===== src/rtl/apuracao_votos_pkg.sv =====
// rtl/apuracao_votos_pkg.sv - shared state encoding and candidate/winner codes
package apuracao_votos_pkg;

  typedef enum logic [1:0] {
    CONTANDO  = 2'd0,
    APURANDO  = 2'd1,
    ENCERRADO = 2'd2
  } estado_t;

  // Candidate indices are also the winner codes; the ballot box uses the same numbering.
  localparam logic [2:0] ARTHUR  = 3'd0;
  localparam logic [2:0] LEANDRO = 3'd1;
  localparam logic [2:0] MATEUS  = 3'd2;
  localparam logic [2:0] PABLO   = 3'd3;
  localparam logic [2:0] NENHUM  = 3'd7;

  localparam int N_CAND  = 4;
  localparam int N_FLAGS = 5;

endpackage


===== src/rtl/apuracao_votos_contador_saturado.sv =====
// rtl/apuracao_votos_contador_saturado.sv - rising-edge vote counter that saturates at all-ones
module contador_saturado #(
  parameter int CNT_W = 8
) (
  input  logic             clock,
  input  logic             reset,
  input  logic             enable,
  input  logic             flag,
  output logic [CNT_W-1:0] count,
  output logic             inc,
  output logic             overflow
);

  logic prev;
  logic rise;

  // History tracks the flag in every state so a held flag never recounts after a state change.
  assign rise     = flag & ~prev;
  assign inc      = enable & rise & (count != '1);
  assign overflow = enable & rise & (count == '1);

  always_ff @(posedge clock) begin
    if (reset) begin
      prev  <= 1'b0;
      count <= '0;
    end else begin
      prev <= flag;
      if (inc) begin
        count <= count + 1'b1;
      end
    end
  end

endmodule


===== src/rtl/apuracao_votos.sv =====
// rtl/apuracao_votos.sv - vote tally with winner/tie scan after end of election
module apuracao_votos
  import apuracao_votos_pkg::*;
#(
  parameter int CNT_W = 8
) (
  input  logic             clock,
  input  logic             reset,
  input  logic             candidatoArthur,
  input  logic             candidatoLeandro,
  input  logic             candidatoMateus,
  input  logic             candidatoPablo,
  input  logic             candidatoNulo,
  input  logic             finish,
  output logic [CNT_W-1:0] votos_arthur,
  output logic [CNT_W-1:0] votos_leandro,
  output logic [CNT_W-1:0] votos_mateus,
  output logic [CNT_W-1:0] votos_pablo,
  output logic [CNT_W-1:0] votos_nulo,
  output logic [CNT_W+2:0] total_votos,
  output logic [2:0]       vencedor,
  output logic             empate,
  output logic             resultado_pronto,
  output logic             saturado
);

  estado_t state, state_next;

  logic [N_FLAGS-1:0] flags;
  logic [CNT_W-1:0]   cnt [N_FLAGS];
  logic [N_FLAGS-1:0] inc;
  logic [N_FLAGS-1:0] ovf;
  logic               contando;
  logic [2:0]         inc_sum;

  logic [1:0]         idx;
  logic [CNT_W-1:0]   best_cnt;
  logic [2:0]         best_idx;
  logic               empate_r;
  logic [CNT_W-1:0]   cur;

  assign flags    = {candidatoNulo, candidatoPablo, candidatoMateus, candidatoLeandro, candidatoArthur};
  assign contando = (state == CONTANDO);

  for (genvar i = 0; i < N_FLAGS; i++) begin : g_cnt
    contador_saturado #(.CNT_W(CNT_W)) u_cnt (
      .clock    (clock),
      .reset    (reset),
      .enable   (contando),
      .flag     (flags[i]),
      .count    (cnt[i]),
      .inc      (inc[i]),
      .overflow (ovf[i])
    );
  end

  assign votos_arthur  = cnt[0];
  assign votos_leandro = cnt[1];
  assign votos_mateus  = cnt[2];
  assign votos_pablo   = cnt[3];
  assign votos_nulo    = cnt[4];

  always_comb begin
    inc_sum = '0;
    for (int i = 0; i < N_FLAGS; i++) begin
      inc_sum = inc_sum + {2'b00, inc[i]};
    end
  end

  // Accumulating accepted increments keeps the total in step with the counters it sums.
  always_ff @(posedge clock) begin
    if (reset) begin
      total_votos <= '0;
      saturado    <= 1'b0;
    end else begin
      total_votos <= total_votos + {{CNT_W{1'b0}}, inc_sum};
      if (|ovf) begin
        saturado <= 1'b1;
      end
    end
  end

  always_ff @(posedge clock) begin
    if (reset) begin
      state <= CONTANDO;
    end else begin
      state <= state_next;
    end
  end

  always_comb begin
    state_next = state;
    case (state)
      CONTANDO:  if (finish) state_next = APURANDO;
      APURANDO:  if (idx == 2'd3) state_next = ENCERRADO;
      ENCERRADO: state_next = ENCERRADO;
      default:   state_next = CONTANDO;
    endcase
  end

  assign cur = cnt[{1'b0, idx}];

  // Strict greater-than keeps the lowest index on ties; a new leader clears an earlier tie.
  always_ff @(posedge clock) begin
    if (reset || state == CONTANDO) begin
      idx      <= 2'd0;
      best_cnt <= '0;
      best_idx <= NENHUM;
      empate_r <= 1'b0;
    end else if (state == APURANDO) begin
      idx <= idx + 2'd1;
      if (cur > best_cnt) begin
        best_cnt <= cur;
        best_idx <= {1'b0, idx};
        empate_r <= 1'b0;
      end else if (cur == best_cnt && best_cnt != '0) begin
        empate_r <= 1'b1;
      end
    end
  end

  always_comb begin
    resultado_pronto = (state == ENCERRADO);
    vencedor         = resultado_pronto ? best_idx : NENHUM;
    empate           = resultado_pronto & empate_r;
  end

endmodule


===== config.mk =====
export PLATFORM = sky130hd
export DESIGN_NAME = apuracao_votos
export DESIGN_NICKNAME = d
export VERILOG_FILES = /design/src/rtl/apuracao_votos_pkg.sv /design/src/rtl/apuracao_votos_contador_saturado.sv /design/src/rtl/apuracao_votos.sv
export SDC_FILE = /design/constraint.sdc
export NUM_CORES = 1
export LEC_CHECK = 0
export CAP_MARGIN = 20
export CORE_ASPECT_RATIO = 1.2
export CORE_MARGIN = 8
export CORE_UTILIZATION = 57
export DETAILED_ROUTE_END_ITERATION = 10
export PLACE_DENSITY = 0.9
export SETUP_SLACK_MARGIN = 0.2
export SYNTH_ARGS = -nofsm -noshare
export SYNTH_HDL_FRONTEND = slang
export SYNTH_SLANG_ARGS = --single-unit

===== constraint.sdc =====
create_clock -name clock -period 9.9 [get_ports clock]
set_clock_uncertainty 0.2 [all_clocks]
set_input_delay 1.98 -clock clock [delete_from_list [all_inputs] [get_ports clock]]
set_output_delay 1.98 -clock clock [all_outputs]
set_load 0.05 [all_outputs]

Word-level counts from Yosys, hierarchy flattened

Cells that the tools add are included.

Bits in registers: 73
Input port bits: 8
Output and inout port bits: 57
Logic and storage cells: 91

Add/subtract/negate cells: 11
Order comparisons: 2
Equality and inequality tests: 16
Multiplexer cells: 9
Bitwise operators: 27
Reduce and logical (&&, ||, !) cells: 9

Operator list:

| cell                                                          | count |
|---|---|
| 8-bit by 1-bit adder with 8-bit output, second input constant | 5 |
| 8-bit equality test, second input constant                    | 5 |
| 8-bit inequality test, second input constant                  | 5 |
| 8-bit binary-select mux with 3-bit select                     | 1 |
| 1-bit AND                                                     | 21 |
| 8-bit two-way mux                                             | 2 |
| 11-bit by 3-bit adder with 11-bit output                      | 1 |
| 8-bit equality test                                           | 1 |
| 8-bit > comparator                                            | 1 |
| 8-bit nonzero test                                            | 1 |
| 3-bit by 1-bit adder with 3-bit output                        | 2 |
| 2-bit one-hot mux with 3 select lines                         | 1 |
| 2-bit AND reduction                                           | 3 |
| 1-bit inverter                                                | 5 |
| 5-bit OR reduction                                            | 1 |
| 2-bit equality test, second input constant                    | 2 |
| 4-bit >= comparator, second input constant                    | 1 |
| 2-bit two-way mux                                             | 2 |
| 2-bit inequality test, second input constant                  | 2 |
| 2-bit inverter with 4-bit output                              | 1 |
| 2-bit by 1-bit adder with 3-bit output                        | 1 |
| 3-bit two-way mux                                             | 1 |
| 1-bit by 1-bit adder with 2-bit output                        | 1 |
| 2-bit by 1-bit adder with 2-bit output, second input constant | 1 |
| 6 further kinds                                               | 7 |

Logic depth before layout (Yosys ltp)

Depth in word-level cells: 9
Gate-level depth with buffers: 15
Mapped depth without buffers: 14

By module

Synthesis repeated with hierarchy kept, for this count alone.

Cells, all modules: 426
Area, all modules: 3975.1 um^2

By module, submodules not included:

| module            | times used | cells an instance | area each (um^2) | seq. area each (um^2) |
|---|---|---|---|---|
| contador_saturado | 5          | 49                | 440.4            | 180.2 |
| apuracao_votos    | 1          | 181               | 1773.0           | 560.5 |

Worst setup path after synthesis

No wires, ideal clock.

Kind: input -> register
Start: in candidatoMateus
End: reg total_votos[10]
Setup time: 0.128 ns
Arrival time: 4.706 ns
Data required time: 9.572 ns
Slack: 4.867 ns
Cell stages on the path: 12
Path buffers: 0
Cell sequence: nand3b_1 > a41oi_2 > fa_1 > fa_1 > ha_1 > inv_1 > fa_1 > nor2b_1 > o21ba_2 > nor3b_1 > xnor2_1 > nor2_1

Cells in the longest elaborated chain, start to end: 7

Ends and longest elaborated chain:

| item                                                | RTL line                               | source |
|---|---|---|
| start: declaration                                  | apuracao_votos.sv:11                   | `input logic candidatoMateus,` |
| 1-bit AND                                           | apuracao_votos_contador_saturado.sv:18 | `assign rise = flag & ~prev;` |
| 1-bit AND (2 in a row)                              | apuracao_votos_contador_saturado.sv:19 | `assign inc = enable & rise & (count != '1);` |
| via g_cnt[2].u_cnt.inc                              | apuracao_votos_contador_saturado.sv:10 | `output logic inc,` |
| 2-bit by 1-bit adder with 3-bit output              | apuracao_votos.sv:66                   | `inc_sum = inc_sum + {2'b00, inc[i]};` |
| 3-bit by 1-bit adder with 3-bit output (2 in a row) | apuracao_votos.sv:66                   |  |
| 11-bit by 3-bit adder with 11-bit output            | apuracao_votos.sv:76                   | `total_votos <= total_votos + {{CNT_W{1'b0}}, inc_sum};` |
| end signal: assignment                              | apuracao_votos.sv:76                   |  |
| end: declaration                                    | apuracao_votos.sv:20                   | `output logic [CNT_W+2:0] total_votos,` |

The timed path passes the listed nets, and every way through them passes these cells.
A chain may end at the register's enable or synchronous reset.

Worst setup path in the final report

Same ends and word-level chain as after synthesis.

==> run metrics <==
status=finished, final reports clean; RSZ-0062 raised after global routing=false; # nets final=495; Main synth FF type=dfxtp_1; drt first pass iters=4; vias in the first global route=3249; clock slew at reported path FFs=~0.07 ns; final hold vios=0; CP Cell Sequence=clkdlybuf4s50_1 -> nand3b_1 -> a41oi_2 -> fa_1 -> fa_1 -> ha_1 -> inv_1 -> fa_1 -> nor2b_1 -> o21ba_2 -> nor3b_1 -> xnor2_1 -> nor2_1; average wire per standard cell=roughly 17 µm; Starting Density=0.586; final RePlAce weighted congestion=0.861; top-area cell type share of the netlist area=0.392; Final HPWL DP=just under 7 mm; total wire length=approximately 9.3 mm; postcts setup bufs=0; cts hold-fix bufs=0; Overflow after GRT=0; power per cell area=163 nW/µm²; initial antenna violation count=0; Synth area leader=dfxtp_1; mapped cell area=3730 µm²; TNS Setup=0 ns; Largest stage delay, worst path=0.50 ns; final core utilization=0.721; Area Growth Syn to Fin=22.9%; total power=between 700 and 800 µW; Post-synth EDFFs=0; post-synth cell types=46; via/cell ratio=5.77; GR Util All Layers=0.199; first-pass GRT wire length=15.6 mm; IO Count=65; total vias in the final route=roughly 3200; P_leak=0.00163 µW; Period Utilization, post-route=0.555; Slew Viols, Final=0; reg2reg setup slack=5.48 ns; port bufs=64; Hold WS=0.260 ns; Hold Crit Class=reg2reg; Post-DRT Antenna Nets=0; largest net degree at the start of global routing=between 60 and 70; Crit-path slowest cell=fa_1; clock buffer depth=2; Hold Path Stages=2; synth cell count leaders=73 x dfxtp_1, 56 x nor2_1, 24 x nand3_1, 24 x xor2_1, 23 x nand2_1; Rows=32; worst reg2reg path depth=14; layout cell share with drive strength beyond 1=0.0814; CP Capture Type=flop; final routed DRC violation total=0; relative slew slack=0.261; type of origin of the critical path=primary input; post_cts resized=0; minimum clock period=5.49 ns; fmax=182 MHz; synth top area cells=dfxtp_1 39%, ha_1 7.0%, nor2_1 5.6%; crit path DAT=5.48 ns; YS warnings=0; die span in y=105 µm; Worst Tran Pin Value=1.11 ns; Clock H-tree levels=3; final worst slack=4.41 ns; async set-or-reset flop fraction in the synthesized netlist=0; fillcell total=445; syn_nets=435; CTS Sinks=73; most common cell in the synthesized netlist=dfxtp_1; Yosys reg bits=73; CP Class=in2reg; Clock Root Buffer=clkbuf_8; core box area=between 6000 and 7000 µm²; Iter 0 DRT Violations=198; Max Cap Viol=0; Worst-Skew Late Latency=0.34 ns; Peak VDD IR=0.000168 V; CTS tree=yes; Post-Syn Instances=403; die width=89.9 µm; Num CTS Buffers=9; final setup fails=0; CP max FO=5; CP Data Required Time=9.89 ns; Setup WS pre-CTS=4.05 ns; most frequent CP cell=fa_1; syn avg cell area=9.26 µm²; antenna diode count=0; DIE AREA=9400 µm²; Seq/Total Area, Yosys=0.392
state kept, by name (all words and copies together), names as in the netlist:
register and count:
idx 2, total_votos 11, empate_r 1, saturado 1
best_idx 3, g_cnt.u_cnt.count 40, state 2, best_cnt 8
g_cnt.u_cnt.prev 5
cell families (layout without fill, tap and decap cells):
logic type	after synthesis	count (layout)	share of synthesized area
and+or+nand+nor	170	170	0.233
DFF	73	73	0.392
AOI/OAI and AO/OA	53	53	0.102
xor gates and xnor gates	36	36	0.0845
buffers and inverters	32	96	0.0352
adders and majority gates	24	24	0.0865
muxes	15	15	0.0671
final cells by class:
cell class                      instances  area, µm²  share of cell area
Sequential cell                        73       1460               0.319
Clock buffer                           13        169              0.0368
Timing Repair Buffer                   64        636               0.139
Multi-Input combinational cell        298       2140               0.466
Inverter                               17       63.8              0.0139
Tap cell                               85        106              0.0232
Clock inverter                          2       12.5             0.00273
metal layers:
layer,track usage,up-vias,wire [µm]
li1,-,1542,-
met1,0.219,1507,3690
met2,0.342,118,4700
met5,0,-,0
met4,0.112,0,251
met3,0.0523,19,639
metrics by stage:
stage                     cell area, µm²  cells
after global routing                4590    552
after floorplan                     3730    403
after CTS                           4590    552
after detailed placement            4410    537
after global placement              4410    537
final                               4590    552
where the power goes:
group	total [µW]	internal, µW	switching, µW
registers	330	310	19.2
logic	204	75.9	128
clock network	214	110	104
cells in the final DEF (no fill, tap or decap), types with 2 or more instances in the layout:
| cell | instances |
|---|---|
| dfxtp_1 | 73 |
| clkdlybuf4s50_1 | 63 |
| nor2_1 | 56 |
| nand3_1 | 24 |
| xor2_1 | 24 |
| nand2_1 | 23 |
| ha_1 | 21 |
| inv_1 | 17 |
| a21oi_1 | 17 |
| o21ai_0 | 16 |
| nand4_1 | 15 |
| xnor2_1 | 12 |
| clkbuf_8 | 12 |
| nor3_1 | 9 |
| nor2b_1 | 9 |
| mux4_2 | 8 |
| mux2i_1 | 7 |
| and3_1 | 6 |
| nand2b_1 | 6 |
| and4_1 | 5 |
| nand3b_1 | 3 |
| a211oi_1 | 3 |
| a31oi_1 | 3 |
| nor4_1 | 3 |
| fa_1 | 3 |
| nand3b_2 | 2 |
| a21oi_2 | 2 |
| a211o_1 | 2 |
| a311oi_2 | 2 |
| or3_1 | 2 |
path summary, 6_finish.rpt:
path                                      start         endpoint
worst max register to register         state[1]  total_votos[10]
worst min-delay path                best_idx[2]      best_idx[2]
worst min register to register      best_idx[2]      best_idx[2]
worst max-delay path            candidatoMateus  total_votos[10]
critical path, delay by kind of cell:
kind / cells / cell delay (ns)
fa+ha+maj: 4 / 1.58
simple gates: 4 / 0.67
compound gates: 2 / 0.56
buf+inv: 2 / 0.54
xor+xnor: 1 / 0.15
Note: power is estimated with default switching activity, not from simulation.
